===== src/rtl/accel_pkg.sv =====
// -----------------------------------------------------------------------------
// accel_pkg
// Shared definitions for the accelerometer tilt filter:
//   - DATA_W / OUT_W default widths (raw sample, output tilt)
//   - state_e : calibration / running state of the shared FSM
//   - saturate(): clamps a DATA_W+1 bit signed value into OUT_W bits signed
// -----------------------------------------------------------------------------
package accel_pkg;

  localparam int DATA_W = 12;
  localparam int OUT_W  = 8;

  typedef enum logic {
    CAL = 1'b0,
    RUN = 1'b1
  } state_e;

  // Clamp to [-2^(OUT_W-1), 2^(OUT_W-1)-1]. The input width matches the
  // offset-corrected difference (DATA_W+1 bits).
  function automatic logic signed [OUT_W-1:0] saturate(input logic signed [DATA_W:0] v);
    logic signed [DATA_W:0] hi;
    logic signed [DATA_W:0] lo;
    hi = (DATA_W+1)'((1 << (OUT_W-1)) - 1);
    lo = ~hi;  // two's complement: ~max == min
    if (v > hi) begin
      return hi[OUT_W-1:0];
    end else if (v < lo) begin
      return lo[OUT_W-1:0];
    end else begin
      return v[OUT_W-1:0];
    end
  endfunction

endpackage


===== src/rtl/tilt_axis_filter.sv =====
// -----------------------------------------------------------------------------
// tilt_axis_filter
// Per-axis datapath: calibration accumulator and offset, sliding-window
// history with running sum, and the registered output stage
// (average -> offset removal -> scale -> optional dead zone -> saturate).
// Optional feature macro: ACCEL_TILT_DEADZONE_EN (enables the dead zone).
//
// Ports:
//   CLK, rst_n     clock, asynchronous active-low reset
//   i_sample       raw signed sample for this axis
//   i_calibrate    clears calibration sum, history, running sum and tilt
//   i_cal_acc      accumulate i_sample into the calibration sum
//   i_cal_last     with i_cal_acc: this is the final sample, latch the offset
//   i_run_acc      push i_sample into the window and update the running sum
//   i_load         register a new tilt from the current running sum
//   o_tilt         filtered, saturated signed tilt
// -----------------------------------------------------------------------------
module tilt_axis_filter
  import accel_pkg::*;
#(
  parameter int DATA_W   = accel_pkg::DATA_W,
  parameter int OUT_W    = accel_pkg::OUT_W,
  parameter int AVG_LOG2 = 3,
  parameter int CAL_LOG2 = 4,
  parameter int DEADZONE = 2
) (
  input  logic                     CLK,
  input  logic                     rst_n,
  input  logic signed [DATA_W-1:0] i_sample,
  input  logic                     i_calibrate,
  input  logic                     i_cal_acc,
  input  logic                     i_cal_last,
  input  logic                     i_run_acc,
  input  logic                     i_load,
  output logic signed [OUT_W-1:0]  o_tilt
);

  localparam int CS_W  = DATA_W + CAL_LOG2;
  localparam int RS_W  = DATA_W + AVG_LOG2;
  localparam int DEPTH = 1 << AVG_LOG2;
  localparam int SHIFT = DATA_W - OUT_W;
  localparam logic signed [DATA_W:0] DZ = (DATA_W+1)'(DEADZONE);
`ifdef ACCEL_TILT_DEADZONE_EN
  localparam bit DZ_EN = 1'b1;
`else
  localparam bit DZ_EN = 1'b0;
`endif

  logic signed [CS_W-1:0]   cal_sum_q, cal_sum_d, cal_sum_next;
  logic signed [DATA_W-1:0] offset_q, offset_d;
  logic signed [DATA_W-1:0] hist_q [DEPTH];
  logic [AVG_LOG2-1:0]      wr_ptr_q;
  logic signed [RS_W-1:0]   run_sum_q, run_sum_d;
  logic signed [OUT_W-1:0]  tilt_q, tilt_d;

  logic signed [DATA_W-1:0] avg;
  logic signed [DATA_W:0]   diff;
  logic signed [DATA_W:0]   t_shift;
  logic signed [DATA_W:0]   t_dz;

  always_comb begin
    cal_sum_next = cal_sum_q + CS_W'(i_sample);
    cal_sum_d    = cal_sum_q;
    offset_d     = offset_q;
    run_sum_d    = run_sum_q;
    tilt_d       = tilt_q;

    if (i_calibrate) begin
      cal_sum_d = '0;
    end else if (i_cal_acc) begin
      if (i_cal_last) begin
        cal_sum_d = '0;
        offset_d  = DATA_W'(cal_sum_next >>> CAL_LOG2);
      end else begin
        cal_sum_d = cal_sum_next;
      end
    end

    // History starts zeroed, so the running sum is exact once the window fills.
    if (i_calibrate) begin
      run_sum_d = '0;
    end else if (i_run_acc) begin
      run_sum_d = run_sum_q + RS_W'(i_sample) - RS_W'(hist_q[wr_ptr_q]);
    end

    // Output stage works from the registered running sum (one cycle after the
    // sample), which puts the new tilt two cycles after the strobe.
    avg     = DATA_W'(run_sum_q >>> AVG_LOG2);
    diff    = (DATA_W+1)'(avg) - (DATA_W+1)'(offset_q);
    t_shift = diff >>> SHIFT;
    t_dz    = (DZ_EN && (t_shift <= DZ) && (t_shift >= -DZ)) ? '0 : t_shift;

    if (i_calibrate) begin
      tilt_d = '0;
    end else if (i_load) begin
      tilt_d = saturate(t_dz);
    end
  end

  always_ff @(posedge CLK or negedge rst_n) begin
    if (!rst_n) begin
      cal_sum_q <= '0;
      offset_q  <= '0;
      run_sum_q <= '0;
      tilt_q    <= '0;
      wr_ptr_q  <= '0;
      for (int i = 0; i < DEPTH; i++) hist_q[i] <= '0;
    end else begin
      cal_sum_q <= cal_sum_d;
      offset_q  <= offset_d;
      run_sum_q <= run_sum_d;
      tilt_q    <= tilt_d;
      if (i_calibrate) begin
        wr_ptr_q <= '0;
        for (int i = 0; i < DEPTH; i++) hist_q[i] <= '0;
      end else if (i_run_acc) begin
        hist_q[wr_ptr_q] <= i_sample;
        wr_ptr_q         <= wr_ptr_q + 1'b1;
      end
    end
  end

  assign o_tilt = tilt_q;

endmodule


===== src/rtl/accel_tilt_filter.sv =====
// -----------------------------------------------------------------------------
// accel_tilt_filter
// Conditions raw accelerometer X/Y samples into 8-bit signed tilt: captures a
// resting offset during calibration, then moving-averages each axis, removes
// the offset, scales, applies an optional dead zone and saturates.
// Optional feature macro: ACCEL_TILT_DEADZONE_EN (enables the dead zone).
//
// Ports:
//   CLK, rst_n      clock, asynchronous active-low reset
//   i_accel_x/y     raw signed samples, valid together with i_data_ready
//   i_data_ready    one-cycle sample strobe
//   i_calibrate     one-cycle request to recapture the offset (wins over a
//                   simultaneous i_data_ready, whose sample is dropped)
//   o_tilt_x/y      filtered signed tilt, held between o_valid strobes
//   o_valid         one-cycle strobe, two cycles after the sample strobe
//   o_cal_done      high while the offset is valid and filtering is running
//   o_dbg_state     current FSM state (CAL / RUN)
//
// Strobe semantics: there is no backpressure. A sample is taken on every
// cycle i_data_ready is high (back-to-back allowed); each taken RUN sample
// after the window has filled yields exactly one o_valid pulse.
// -----------------------------------------------------------------------------
module accel_tilt_filter
  import accel_pkg::*;
#(
  parameter int DATA_W   = accel_pkg::DATA_W,
  parameter int OUT_W    = accel_pkg::OUT_W,
  parameter int AVG_LOG2 = 3,
  parameter int CAL_LOG2 = 4,
  parameter int DEADZONE = 2
) (
  input  logic                     CLK,
  input  logic                     rst_n,
  input  logic signed [DATA_W-1:0] i_accel_x,
  input  logic signed [DATA_W-1:0] i_accel_y,
  input  logic                     i_data_ready,
  input  logic                     i_calibrate,
  output logic signed [OUT_W-1:0]  o_tilt_x,
  output logic signed [OUT_W-1:0]  o_tilt_y,
  output logic                     o_valid,
  output logic                     o_cal_done,
  output state_e                   o_dbg_state
);

  localparam logic [CAL_LOG2-1:0] CAL_LAST  = '1;
  localparam logic [AVG_LOG2:0]   FILL_FULL = (AVG_LOG2+1)'(1 << AVG_LOG2);
  localparam logic [AVG_LOG2:0]   FILL_LAST = FILL_FULL - 1'b1;

  state_e              state_q, state_d;
  logic [CAL_LOG2-1:0] cal_cnt_q, cal_cnt_d;
  logic [AVG_LOG2:0]   fill_q, fill_d;   // saturates at a full window
  logic                load_q, load_d;
  logic                valid_q, valid_d;
  logic                cal_done_q, cal_done_d;
  logic                cal_acc, cal_last, run_acc;

  always_comb begin
    state_d   = state_q;
    cal_cnt_d = cal_cnt_q;
    fill_d    = fill_q;
    cal_acc   = 1'b0;
    cal_last  = 1'b0;
    run_acc   = 1'b0;
    load_d    = 1'b0;

    if (i_calibrate) begin
      state_d   = CAL;
      cal_cnt_d = '0;
      fill_d    = '0;
    end else if (i_data_ready) begin
      case (state_q)
        CAL: begin
          cal_acc   = 1'b1;
          cal_cnt_d = cal_cnt_q + 1'b1;
          if (cal_cnt_q == CAL_LAST) begin
            cal_last = 1'b1;
            state_d  = RUN;
            fill_d   = '0;
          end
        end
        RUN: begin
          run_acc = 1'b1;
          // This sample completes (or follows) a full window.
          load_d  = (fill_q >= FILL_LAST);
          if (fill_q != FILL_FULL) fill_d = fill_q + 1'b1;
        end
        default: ;
      endcase
    end

    // A calibrate arriving while an output is in flight cancels it.
    valid_d    = load_q && !i_calibrate;
    cal_done_d = (state_q == RUN) && !i_calibrate;
  end

  always_ff @(posedge CLK or negedge rst_n) begin
    if (!rst_n) begin
      state_q    <= CAL;
      cal_cnt_q  <= '0;
      fill_q     <= '0;
      load_q     <= 1'b0;
      valid_q    <= 1'b0;
      cal_done_q <= 1'b0;
    end else begin
      state_q    <= state_d;
      cal_cnt_q  <= cal_cnt_d;
      fill_q     <= fill_d;
      load_q     <= load_d;
      valid_q    <= valid_d;
      cal_done_q <= cal_done_d;
    end
  end

  tilt_axis_filter #(
    .DATA_W(DATA_W), .OUT_W(OUT_W), .AVG_LOG2(AVG_LOG2),
    .CAL_LOG2(CAL_LOG2), .DEADZONE(DEADZONE)
  ) u_axis_x (
    .CLK(CLK), .rst_n(rst_n), .i_sample(i_accel_x), .i_calibrate(i_calibrate),
    .i_cal_acc(cal_acc), .i_cal_last(cal_last), .i_run_acc(run_acc),
    .i_load(load_q), .o_tilt(o_tilt_x)
  );

  tilt_axis_filter #(
    .DATA_W(DATA_W), .OUT_W(OUT_W), .AVG_LOG2(AVG_LOG2),
    .CAL_LOG2(CAL_LOG2), .DEADZONE(DEADZONE)
  ) u_axis_y (
    .CLK(CLK), .rst_n(rst_n), .i_sample(i_accel_y), .i_calibrate(i_calibrate),
    .i_cal_acc(cal_acc), .i_cal_last(cal_last), .i_run_acc(run_acc),
    .i_load(load_q), .o_tilt(o_tilt_y)
  );

  assign o_valid     = valid_q;
  assign o_cal_done  = cal_done_q;
  assign o_dbg_state = state_q;

endmodule


===== config.mk =====
export PLATFORM = sky130hd
export DESIGN_NAME = accel_tilt_filter
export DESIGN_NICKNAME = d
export VERILOG_FILES = /design/src/rtl/accel_pkg.sv /design/src/rtl/tilt_axis_filter.sv /design/src/rtl/accel_tilt_filter.sv
export SDC_FILE = /design/constraint.sdc
export NUM_CORES = 1
export LEC_CHECK = 0
export ABC_CLOCK_PERIOD_IN_PS = 5600
export BUFFER_PORTS_ARGS = -buffer_cell sky130_fd_sc_hd__buf_2
export CORE_MARGIN = 2
export CORE_UTILIZATION = 60
export CTS_BUF_LIST = sky130_fd_sc_hd__clkbuf_8
export CTS_CLUSTER_DIAMETER = 40
export DETAILED_ROUTE_END_ITERATION = 7
export PLACE_DENSITY = 0.73
export REMOVE_ABC_BUFFERS = 1
export SLEW_MARGIN = 20
export SYNTH_ARGS = -nofsm -noshare
export SYNTH_HDL_FRONTEND = slang
export SYNTH_SLANG_ARGS = --single-unit
export TNS_END_PERCENT = 30

===== constraint.sdc =====
create_clock -name CLK -period 5.6 [get_ports CLK]
set_input_delay 0.56 -clock CLK [delete_from_list [all_inputs] [get_ports CLK]]
set_output_delay 0.56 -clock CLK [all_outputs]
set_load 0.005 [all_outputs]

### Word level (Yosys, flattened, before mapping)

Cells that the tools add are included.

* mux-type cells: 62
* $add $sub $neg: 12
* magnitude comparators: 9
* equal/unequal tests: 5
* reductions and logical operators: 12
* bitwise gates (word level): 4

Operators by type and width (number)
* 96-bit two-way mux: 4
* 96-bit bitwise mux: 2
* 16-bit two-way mux: 6
* 12-bit binary-select mux with 3-bit select: 2
* 12-bit demux with 3-bit select: 2
* 12-bit two-way mux: 6
* 8-bit two-way mux: 8
* 15-bit two-way mux: 4
* 16-bit by 12-bit adder with 16-bit output: 2
* 15-bit by 12-bit adder with 15-bit output: 2
* 15-bit by 12-bit subtractor with 15-bit output: 2
* 4-bit two-way mux: 7
* 12-bit by 12-bit subtractor with 13-bit output: 2
* 9-bit by 8-bit > comparator with 1-bit output, second input constant: 2
* 9-bit by 8-bit < comparator with 1-bit output, second input constant: 2
* 1-bit two-way mux: 16
* 3-bit two-way mux: 4
* 4-bit by 1-bit adder with 4-bit output, second input constant: 2
* 4-bit greater-or-equal comparator, second input constant: 2
* 4-bit by 1-bit < comparator with 1-bit output, second input constant: 2
* 3-bit NOT with 4-bit output: 2
* 4-bit one-hot mux with 2 select lines: 1
* 2-bit nonzero test: 4
* 3-bit by 1-bit adder with 3-bit output, second input constant: 2
* other kinds (11): 16

* register bits after elaboration: 312
* input bits: 28
* output and inout port bits: 19

### Longest topological paths before layout

* depth after elaboration: 8
* gate-level depth with buffers: 18
* gate-level depth less buffers: 16

### Hierarchy

From an unflattened synthesis, not the netlist that was laid out.

* cell total of the unflattened synthesis: 2096
* area, all modules: 18545.3 um2

Modules (own cells, without submodules)
* tilt_axis_filter at u_axis_x: times used 1, cells an instance 1011, area each 8973.6 um2, seq. area each 3753.6 um2
* tilt_axis_filter at u_axis_y: times used 1, cells an instance 1028, area each 8969.9 um2, seq. area each 3753.6 um2
* accel_tilt_filter: times used 1, cells an instance 57, area each 601.8 um2, seq. area each 300.3 um2

### Worst setup path after synthesis

OpenSTA, ideal clock, no wires.

* path type: register -> register
* start: reg u_axis_y.wr_ptr_q[0]
* end: reg u_axis_y.run_sum_q[13]
* required time: 5.464 ns
* path slack: 1.275 ns
* setup time: 0.136 ns
* buffers on the path: 2
* data arrival time: 4.189 ns
* clock period less this slack: 4.325 ns
* cell stages (with the launch flop): 16
* cell sequence: dfrtp_1 > clkbuf_1 > buf_1 > mux4_2 > nand2_1 > nand2_1 > fa_1 > inv_1 > ha_1 > a2111oi_2 > o21ai_0 > a2111oi_0 > o31ai_1 > xor2_1 > nand2_1 > a21oi_1

* cells in the longest elaborated chain, start to end: 7

RTL lines
* start: declaration: line tilt_axis_filter.sv:52 `logic [AVG_LOG2-1:0] wr_ptr_q;`
* start signal: assignment: line tilt_axis_filter.sv:118 `wr_ptr_q <= wr_ptr_q + 1'b1;`
* 3-bit NOT with 4-bit output (not written as such): line tilt_axis_filter.sv:83 `run_sum_d = run_sum_q + RS_W'(i_sample) - RS_W'(hist_q[wr_ptr_q]);`
* 12-bit binary-select mux with 3-bit select: line tilt_axis_filter.sv:83
* 12-bit two-way mux (not written as such) (2 in series): line tilt_axis_filter.sv:83
* 15-bit by 12-bit subtractor with 15-bit output: line tilt_axis_filter.sv:83
* 15-bit two-way mux: line tilt_axis_filter.sv:82 `end else if (i_run_acc) begin`
* 15-bit two-way mux: line tilt_axis_filter.sv:80 `if (i_calibrate) begin`
* end signal: assignment: line tilt_axis_filter.sv:111 `run_sum_q <= run_sum_d;`
* end: declaration: line tilt_axis_filter.sv:53 `logic signed [RS_W-1:0] run_sum_q, run_sum_d;`

No other way between the ends. The select of a mux whose other input is x is not followed.
A chain may end at the register's enable or synchronous reset.

### Final worst setup path

* start: reg u_axis_y.wr_ptr_q[1]
* end: reg u_axis_y.run_sum_q[13]

The elaborated chain is that of the path after synthesis.

==> metrics <==
status=completed; Final Total Pwr=5100 uW; deepest clock path buffer count=3; GR peak layer=met2; fill cell count=2,556; Seq/Total Area, Yosys=0.419; worst skew pair latency=620 ps; Placer Congestion=0.940; TritonCTS clock tree=built; vias per cell=6.03; Slowest-stage cell, CP=dfrtp_1; Die X=180 um; Post-Route WL=48,500 um; CTS buffer count=55; Worst Hold Class=in -> reg; Tcrit/Tclk final=0.862; HPWL after DPL=32,200 um; first-pass GRT wire length=80,500 um; post-synth cell types=75; Syn. warnings=0; Worst EP arrival=5350 ps; IR drop worst, VDD=0.000210 V; placed insts=2,439; fin crit period=4830 ps; antenna viol nets, final=0; Finished Layout Cells=2,532; Critical Path End Type=flip-flop; initial antenna violation count=0; H-tree depth=2; met3 usage=0.0388; Pwr per Cell Area=252 nW/um2; Worst path depth=13; clock sink count=312; Largest delay share family, worst path=compound AO/OA/AOI/OAI gates; vias in the first global route=15,300; most common cell after layout, fill and taps aside=nand2_1; Leakage=0.00906 uW; synthesized cell area=18,600 um2; cell row count=64; ratio of cells with drive above 1 in the final layout=0.110; Synth Register Bits=312; Max Fclk=0.207 GHz; MaxCap Viol Count=0; met1 Usage GRT=0.420; GRT met2 Usage=0.501; Final Util=0.662; WP buf/inv=1; PostCTS Resize Cnt=0; Total Routing Usage GR=0.305; area of the die=32,500 um2; via count=15,300; diode count=0; TritonRoute pass-1 iters=5; Worst setup SP type=flip-flop; Final Hold Viols=0; Worst Skew=31.0 ps; design area=20,300 um2; routed length per placed instance=19.1 um; CTS Root Buffer Type=clkbuf_8; area grow syn2layout=8.67%; DIE HEIGHT=180 um; Most used DFF post-synth=dfrtp_1; clk slew on worst S/H paths=60 ps; Slew Limit Fails=0; Synth Area per Inst=8.88 um2; critical path class=reg -> reg; Slew HR=0.267; reg2reg path depth=13; # IOs=47; commonest non-fill, non-tap cells in the layout=nand2_1, dfrtp_1, a21oi_1, inv_1, nor2_1; number of flops mapped to enable cells by yosys=0; fin nets=2,249; RSZ-0062 raised after global routing=no; CP peak stage delay=960 ps; global route total overflow=0; worst slew pin tran=1100 ps; largest net degree at the start of global routing=133; asr flop ratio synth=1.00; Core Area=30,600 um2; DRT iter0 DRCs=1,175; Hold Path Depth=3; Gate Count Post-Synth=2,099; setup TNS=0 ps; Critical Path Fanout Max=23; post-route DRC violation count=0; Starting Density=0.610; critical path cell sequence=nor2b_1, a221oi_1, o22ai_1, fa_1, inv_1, ha_1, a211oi_1, o21ai_0, a2111oi_0, o31ai_1, xor2_1, nand2_1, a21oi_1; placed cell area=19,100 um2; PortBufs=46; # setup viols final=0; Worst EP required=6120 ps
## layout make-up
type                    instances  area, um2  area share
multi-input cells            1498       9770       0.482
flip-flops and latches        312       7810       0.385
clock buffers                  64        881      0.0435
inverters                     159        597      0.0295
repair buffers                 76        509      0.0251
well taps                     396        495      0.0245
clock inverters                27        200     0.00988
## metrics by stage
| step | setup slack [ps] | hold WS [ps] |
|---|---|---|
| after floorplan | 1160 | 264 |
| final | 771 | 294 |
| after global placement | 1040 | 465 |
| after CTS | 851 | 63.6 |
| after detailed placement | 908 | 475 |
| after global routing | 337 | 296 |
## where the power goes
group	switching (uW)	internal, uW
clock network	958	1170
logic	416	240
registers	25.4	2290
## tightest hold or removal path, stage by stage
cell and delay (ps):
buf_2 180, nand2_1 80, a21oi_1 50
## per-layer routing
metal | vias up | part of all wire
li1 | 7133 | -
met2 | 497 | 0.48
met3 | 139 | 0.056
met1 | 7488 | 0.43
met5 | - | 0
met4 | 0 | 0.037
## registers in the layout, summed over array words and instances, names as in the netlist, 12 cells and up
name / cells
u_axis_y.hist_q: 96
u_axis_x.run_sum_q: 15
u_axis_y.offset_q: 12
u_axis_y.cal_sum_q: 16
u_axis_y.run_sum_q: 15
u_axis_x.offset_q: 12
u_axis_x.cal_sum_q: 16
u_axis_x.hist_q: 96
## what timing repair did
action / CTS / global route
hold endpoints to repair: 0 / 30
hold buffers: 0 / 1
setup buffers: 0 / 0
## cell families (layout without fill, tap and decap cells)
logic type      Yosys count  count (layout)  synth area share
compound gates          498             498             0.165
xor+xnor                 59              59            0.0277
fa+ha+maj               119             119            0.0919
buf+inv                 289             326            0.0586
flops                   312             312             0.419
mux                     102             102            0.0757
simple gates            720             720             0.162
## cells in the mapped netlist, drive strengths merged (6+ instances only)
cell / instances / area [um2]
o21bai: 7 / 52.6
o22ai: 6 / 37.5
nor2: 113 / 424
xnor2: 39 / 342
nand2b: 16 / 108
fa: 30 / 601
a221oi: 8 / 70.1
dfrtp: 312 / 7810
a211oi: 26 / 205
o21a: 11 / 82.6
and3: 12 / 75.1
mux2: 32 / 360
a22oi: 9 / 67.6
a21o: 20 / 150
nor3: 29 / 156
a21oi: 262 / 1320
nor2b: 17 / 106
nand2: 467 / 1750
o21ai: 59 / 299
clkbuf: 107 / 402
inv: 157 / 589
and2: 8 / 50.1
xor2: 20 / 175
a31oi: 7 / 43.8
mux2i: 42 / 420
o31ai: 13 / 97.6
mux4: 28 / 631
buf: 23 / 93.8
nand3: 29 / 145
a22o: 23 / 201
o211ai: 14 / 105
or3: 9 / 56.3
ha: 89 / 1110
## worst paths after layout
kind / start / end / slack, ps
setup / recovery: u_axis_y.wr_ptr_q[1] / u_axis_y.run_sum_q[13] / 770
hold / removal: i_accel_x[0] / u_axis_x.hist_q[60] / 290
setup reg to reg: u_axis_y.wr_ptr_q[1] / u_axis_y.run_sum_q[13] / 770
hold reg to reg: u_axis_x.offset_q[7] / u_axis_x.offset_q[7] / 490
max in group asynchronous: rst_n / u_axis_x.o_tilt[5] / 4150
min in group asynchronous: rst_n / u_axis_x.hist_q[46] / 400
Power figures use the tool's default switching activity.
